## config.mk

```make
export PLATFORM = sky130hd
export DESIGN_NAME = tof_delay_scheduler
export DESIGN_NICKNAME = d
export VERILOG_FILES = /design/src/rtl/tof_delay_scheduler.sv
export SDC_FILE = /design/constraint.sdc
export NUM_CORES = 1
export LEC_CHECK = 0
export CORE_UTILIZATION = 47
export CTS_BUF_LIST = sky130_fd_sc_hd__clkbuf_16
export DETAILED_ROUTE_END_ITERATION = 10
export MAX_ROUTING_LAYER = met4
export PLACE_DENSITY = 0.86
export SYNTH_ARGS = -nofsm -noshare
export SYNTH_HDL_FRONTEND = slang
export SYNTH_SLANG_ARGS = --single-unit
```

## constraint.sdc

```tcl
create_clock -name clk -period 5.9 [get_ports clk]
set_clock_uncertainty 0.2 [all_clocks]
set_input_delay 1.18 -clock clk [delete_from_list [all_inputs] [get_ports clk]]
set_output_delay 1.18 -clock clk [all_outputs]
set_load 0.05 [all_outputs]
```

## src/rtl/tof_delay_scheduler.sv

```systemverilog
// Round-robin arbiter sharing one delay line between NREQ requesters, with
// slot-credit tracking and an enable/drain state machine.
module tof_delay_scheduler #(
    parameter  int unsigned NREQ      = 4,
    parameter  int unsigned MAX_DELAY = 256,
    parameter  int unsigned SLOTS     = 8,
    localparam int unsigned WDL       = $clog2(MAX_DELAY),
    localparam int unsigned CW        = $clog2(SLOTS + 1)
) (
    input  logic                  clk,
    input  logic                  rst_n,
    input  logic                  clk_en,
    input  logic                  en_i,
    input  logic [NREQ-1:0]       req_valid_i,
    input  logic [NREQ*WDL-1:0]   req_delay_i,
    output logic [NREQ-1:0]       req_ready_o,
    output logic                  dl_pulse_o,
    output logic [WDL-1:0]        dl_delay_o,
    input  logic                  dl_return_i,
    output logic [CW-1:0]         outstanding_o,
    output logic [1:0]            state_o,
    output logic                  drain_done_o,
    output logic                  underflow_o
);

    localparam int unsigned PW = (NREQ > 1) ? $clog2(NREQ) : 1;

    typedef enum logic [1:0] {
        ST_IDLE  = 2'd0,
        ST_RUN   = 2'd1,
        ST_DRAIN = 2'd2
    } state_t;

    state_t          state_q, state_d;
    logic [PW-1:0]   rr_q, rr_d;
    logic [CW-1:0]   outstanding_q, outstanding_d;
    logic            dl_pulse_q, dl_pulse_d;
    logic [WDL-1:0]  dl_delay_q, dl_delay_d;
    logic            drain_done_q, drain_done_d;
    logic            underflow_q, underflow_d;

    logic            grant_ok_c;
    logic            found_c;
    logic            issue_c;
    logic [PW-1:0]   grant_idx_c;
    logic [NREQ-1:0] ready_c;
    int unsigned     idx_c;

    // Grant allowed only while running with a free slot; reset also blocks it.
    assign grant_ok_c = rst_n && clk_en && (state_q == ST_RUN)
                        && (outstanding_q < CW'(SLOTS));

    // Rotating priority search starting at the rr pointer.
    always_comb begin
        ready_c     = '0;
        grant_idx_c = '0;
        found_c     = 1'b0;
        idx_c       = 0;
        if (grant_ok_c) begin
            for (int unsigned k = 0; k < NREQ; k++) begin
                idx_c = (32'(rr_q) + k) % NREQ;
                if (!found_c && req_valid_i[idx_c]) begin
                    found_c            = 1'b1;
                    ready_c[idx_c]     = 1'b1;
                    grant_idx_c        = PW'(idx_c);
                end
            end
        end
    end

    assign req_ready_o = ready_c;
    assign issue_c     = |(req_valid_i & ready_c);

    // Issue path, credit counter and FSM next-state.
    always_comb begin
        state_d       = state_q;
        rr_d          = rr_q;
        outstanding_d = outstanding_q;
        dl_pulse_d    = 1'b0;
        dl_delay_d    = dl_delay_q;
        drain_done_d  = 1'b0;
        underflow_d   = underflow_q;

        if (issue_c) begin
            dl_pulse_d = 1'b1;
            dl_delay_d = req_delay_i[32'(grant_idx_c)*WDL +: WDL];
            rr_d       = (grant_idx_c == PW'(NREQ - 1)) ? '0 : grant_idx_c + PW'(1);
        end

        if (issue_c && !dl_return_i) begin
            outstanding_d = outstanding_q + CW'(1);
        end else if (!issue_c && dl_return_i) begin
            if (outstanding_q == '0) begin
                underflow_d = 1'b1;
            end else begin
                outstanding_d = outstanding_q - CW'(1);
            end
        end

        case (state_q)
            ST_IDLE: begin
                if (en_i) state_d = ST_RUN;
            end
            ST_RUN: begin
                if (!en_i) state_d = ST_DRAIN;
            end
            ST_DRAIN: begin
                if (en_i) begin
                    state_d = ST_RUN;
                end else if (outstanding_q == '0 && !issue_c && !dl_return_i) begin
                    state_d      = ST_IDLE;
                    drain_done_d = 1'b1;
                end
            end
            default: state_d = ST_IDLE;
        endcase
    end

    always_ff @(posedge clk or negedge rst_n) begin
        if (!rst_n) begin
            state_q       <= ST_IDLE;
            rr_q          <= '0;
            outstanding_q <= '0;
            dl_pulse_q    <= 1'b0;
            dl_delay_q    <= '0;
            drain_done_q  <= 1'b0;
            underflow_q   <= 1'b0;
        end else if (clk_en) begin
            state_q       <= state_d;
            rr_q          <= rr_d;
            outstanding_q <= outstanding_d;
            dl_pulse_q    <= dl_pulse_d;
            dl_delay_q    <= dl_delay_d;
            drain_done_q  <= drain_done_d;
            underflow_q   <= underflow_d;
        end
    end

    assign dl_pulse_o    = dl_pulse_q;
    assign dl_delay_o    = dl_delay_q;
    assign outstanding_o = outstanding_q;
    assign state_o       = 2'(state_q);
    assign drain_done_o  = drain_done_q;
    assign underflow_o   = underflow_q;

endmodule
```

==> qor.log, run 1 <==
INFO  layout         stdcell_area=2542squm
INFO  floorplan      dieWidth=65.68um
INFO  yosys          synth.avg_cell_area=9.206squm
INFO  yosys          synthDominantAreaCellType=sky130_fd_sc_hd__dfrtp_1
INFO  yosys          yosys_most_used_dff=sky130_fd_sc_hd__dfrtp_1
INFO  timing         timing.final.max_slew_violations=0
INFO  clock_tree     cts_sinks=19
INFO  clock_tree     cts_setup_buffers=0
INFO  detailed_routing via_density=6.059
INFO  clock_tree     cts.repair.resized=0
INFO  timing         max_clock_freq=196.3MHz
INFO  floorplan      io_pins=62
INFO  layout         nFillCells=309
INFO  floorplan      starting_density_of_the_core=50.53%
INFO  timing         post-route-min-period=5093ps
INFO  grt            grt_pass1_vias=1685
INFO  detailed_routing initial_drt_markers=120
INFO  worst_setup_path startpoint_kind_of_the_worst_setup_timing_path=input pin
INFO  yosys          synth_async_sr_flop_share=100.0%
INFO  timing         tightest_slew=775.8ps
INFO  power_and_ir_drop peakVddDrop=168.7uV
INFO  grt            grt_first_pass_wirelength=7755um
INFO  floorplan      design.die.area=4313squm
INFO  yosys          synth_area=1906squm
INFO  detailed_routing antenna_violating_nets_post_route=0
INFO  clock_tree     tritoncts.num_buffers=3
INFO  flow_run       maxCapViolCount=0
INFO  worst_setup_path worstPathRequired=5830ps
INFO  yosys          edff_count_synth=0
INFO  yosys          synth_top_area_share=24.95%
INFO  layout         final_net_count=311
INFO  clock_tree     max_buffers_root_to_sink=2
INFO  yosys          syn-num-nets=260
INFO  timing         grt_setup_unrepaired=false
INFO  yosys          postSynthCellCount=207
INFO  layout         final_layout_size_suffix_gt1_share=11.67%
INFO  yosys          synthTopCellsByArea=sky130_fd_sc_hd__dfrtp_1, sky130_fd_sc_hd__a221oi_1, sky130_fd_sc_hd__ha_1
INFO  floorplan      die_h=65.68um
INFO  clock_tree     clkTransAtPathRegs=50ps
INFO  detailed_routing num_vias=1848
INFO  timing         final.setup.tns=0ps
INFO  worst_setup_path critPathMaxFanout=14
INFO  timing         report.final.hold_viol_count=0
INFO  grt            pin_count_of_the_biggest_net_entering_global_routing=21
INFO  floorplan      core.rowCount=22
INFO  power_and_ir_drop powerDensity=354.9nW/um^2
INFO  timing         timing.max_slew.rel_slack=48.28%
INFO  clock_tree     clkLatencyLatePin=250ps
INFO  layout         antenna-diode-count=0
INFO  timing         setup_violations=0
INFO  detailed_routing detail_route.drc_violations=0
INFO  clock_tree     ctsHtreeMaxLevel=1
INFO  yosys          post_synth_num_cell_types=54
INFO  placed_design  detailedPlacementHpwl=3595um
INFO  placed_design  gp_congestion=0.9087
INFO  placed_design  io_buffer_count=61
INFO  worst_setup_path worstPathArrival=5020ps
INFO  timing         final_min_period_over_clock_period=86.33%
INFO  grt            grt_antenna_before_repair=0
INFO  grt            grtUsageTotal=23.57%
INFO  clock_tree     cts_tree=done
INFO  detailed_routing drt_pass1_iterations=4
INFO  power_and_ir_drop leakage=0.001086uW
INFO  yosys          synthesis.yosys.warnings=0
INFO  worst_setup_path critical_path.endpoint_type=flip-flop
INFO  layout         areaGrowthSynthToFinish=33.42%
INFO  placed_design  detailed_place.area=2462squm
INFO  detailed_routing drt-wirelength-per-cell=15.29um
INFO  status         status=completed
INFO  floorplan      floorplan.core_area=3771squm
INFO  hold_path      holdCritPathClass=flip-flop to flip-flop
INFO  detailed_routing post_route_wl=4662um
INFO  grt            grt_remaining_overflow=0
INFO  yosys          ys_seq_elements=19
INFO  clock_tree     root_buffer=sky130_fd_sc_hd__clkbuf_16
INFO  yosys          synth-seq-area-share=24.95%
INFO  timing         final.hold.worst_slack=294.5ps
INFO  clock_tree     cts_hold_buffers=0
INFO  worst_setup_path critical_path_class=input pin to flip-flop
INFO  layout         final_core_utilization=67.42%
## sequential cells by signal (all words and copies together), names as in the netlist
| signal | cells |
|---|---|
| dl_pulse_o | 1 |
| rr_q | 2 |
| state_o | 2 |
| underflow_o | 1 |
| drain_done_o | 1 |
| dl_delay_o | 8 |
| outstanding_o | 4 |
## metal layers
metal  vias to the layer above  track usage, %  part of all wire (%)
met2                        80           37.37                    48
li1                        895               -                     -
met1                       873           31.55                    46
met3                         0           5.208                   6.4
met4                         0           2.717                     0
met5                         -               -                     0
## cell usage in the layout, fill, tap and decap left out, types with 4 or more instances in the layout
master and n:
sky130_fd_sc_hd__nor3b_1 4, sky130_fd_sc_hd__nand2_1 9, sky130_fd_sc_hd__and3_1 15, sky130_fd_sc_hd__or3b_1 4, sky130_fd_sc_hd__o31ai_2 4, sky130_fd_sc_hd__nor2_1 7
sky130_fd_sc_hd__a221oi_1 17, sky130_fd_sc_hd__clkdlybuf4s50_1 57, sky130_fd_sc_hd__a21oi_1 15, sky130_fd_sc_hd__o211ai_1 9, sky130_fd_sc_hd__o21ai_0 7, sky130_fd_sc_hd__buf_4 8
sky130_fd_sc_hd__ha_1 11, sky130_fd_sc_hd__inv_1 15, sky130_fd_sc_hd__dfrtp_1 19, sky130_fd_sc_hd__a22oi_1 4
## worst max-delay path, stage by stage
cell	delay (ps)
sky130_fd_sc_hd__clkdlybuf4s50_1	590
sky130_fd_sc_hd__mux4_4	750
sky130_fd_sc_hd__a21oi_1	200
sky130_fd_sc_hd__a22oi_2	80
sky130_fd_sc_hd__a222oi_1	350
sky130_fd_sc_hd__buf_4	230
sky130_fd_sc_hd__o21a_4	260
sky130_fd_sc_hd__inv_1	80
sky130_fd_sc_hd__ha_1	230
sky130_fd_sc_hd__inv_1	130
sky130_fd_sc_hd__ha_1	250
sky130_fd_sc_hd__a21o_1	180
sky130_fd_sc_hd__a21oi_1	160
sky130_fd_sc_hd__xnor2_1	150
sky130_fd_sc_hd__nor2_1	70
sky130_fd_sc_hd__xor2_1	150
## synth_stat cells (2+ instances only)
cell type and count:
sky130_fd_sc_hd__a21o_1 3, sky130_fd_sc_hd__a21oi_1 15, sky130_fd_sc_hd__a221oi_1 17, sky130_fd_sc_hd__a22oi_1 4
sky130_fd_sc_hd__and3_1 15, sky130_fd_sc_hd__buf_2 3, sky130_fd_sc_hd__buf_4 3, sky130_fd_sc_hd__buf_6 4
sky130_fd_sc_hd__clkbuf_1 7, sky130_fd_sc_hd__dfrtp_1 19, sky130_fd_sc_hd__ha_1 11, sky130_fd_sc_hd__inv_1 15
sky130_fd_sc_hd__mux2_2 3, sky130_fd_sc_hd__mux2i_1 3, sky130_fd_sc_hd__nand2_1 9, sky130_fd_sc_hd__nand3_1 2
sky130_fd_sc_hd__nor2_1 7, sky130_fd_sc_hd__nor2b_1 2, sky130_fd_sc_hd__nor3_1 2, sky130_fd_sc_hd__nor3b_1 4
sky130_fd_sc_hd__o211ai_1 9, sky130_fd_sc_hd__o21ai_0 7, sky130_fd_sc_hd__o31ai_1 3, sky130_fd_sc_hd__o31ai_2 4
sky130_fd_sc_hd__or3b_1 4, sky130_fd_sc_hd__or3b_2 2, sky130_fd_sc_hd__xnor2_1 3
## area by class of cell
type	count	area, sq um	share of cell area [%]
Timing Repair Buffer	65	630.6	24.80
Inverter	15	56.30	2.215
Multi-Input combinational cell	154	1240	48.77
Tap cell	48	60.06	2.362
Clock buffer	3	75.07	2.953
Sequential cell	19	475.5	18.70
Clock inverter	1	5.005	0.1969
## worst paths after layout
check / from / end / slack [ps] / cells after the start
max in group asynchronous: rst_n / underflow_o$_DFFE_PN0P_ / 4090 / 2
min reg2reg: underflow_o$_DFFE_PN0P_ / underflow_o$_DFFE_PN0P_ / 290 / 1
max: req_valid_i[1] / outstanding_o[3]$_DFFE_PN0P_ / 810 / 16
min: underflow_o$_DFFE_PN0P_ / underflow_o$_DFFE_PN0P_ / 290 / 1
max reg2reg: rr_q[0]$_DFFE_PN0P_ / outstanding_o[3]$_DFFE_PN0P_ / 1130 / 17
min in group asynchronous: rst_n / rr_q[0]$_DFFE_PN0P_ / 940 / 1
## metrics by stage
stage | instances | power (uW) | setup WS [ps]
final | 305 | 902.3 | 806.7
after global routing | 305 | 959.2 | 529.2
after CTS | 305 | 906.4 | 821.6
after detailed placement | 301 | 764.2 | 561.6
after global placement | 301 | 754.2 | 733.8
after floorplan | 207 | 600.9 | 1291
## power by group
group	internal (uW)	switching [uW]
clock network	90.8	48.3
logic	214	321
registers	178	50.2
## cell families (layout without fill, tap and decap cells)
kind of cell    Yosys count  in the layout  share of synthesized area [%]
compound gates           75             75                          30.53
simple gates             54             54                          17.20
buf+inv                  34             84                          9.980
flops                    19             19                          24.95
fa+ha+maj                12             12                          8.273
mux                       9              9                          7.222
xor+xnor                  4              4                          1.839
(Power assumes the default switching activity.)
==> run 2: changes to the inputs <==
--- a/config.mk
+++ b/config.mk
@@ -5,6 +5,8 @@
 export SDC_FILE = /design/constraint.sdc
 export NUM_CORES = 1
 export LEC_CHECK = 0
+export CAP_MARGIN = 25
+export CORE_MARGIN = 1
 export CORE_UTILIZATION = 47
 export CTS_BUF_LIST = sky130_fd_sc_hd__clkbuf_16
 export DETAILED_ROUTE_END_ITERATION = 10
==> results of run 2 <==
No change in the layout: final DEF, timing and power equal those of run 1.
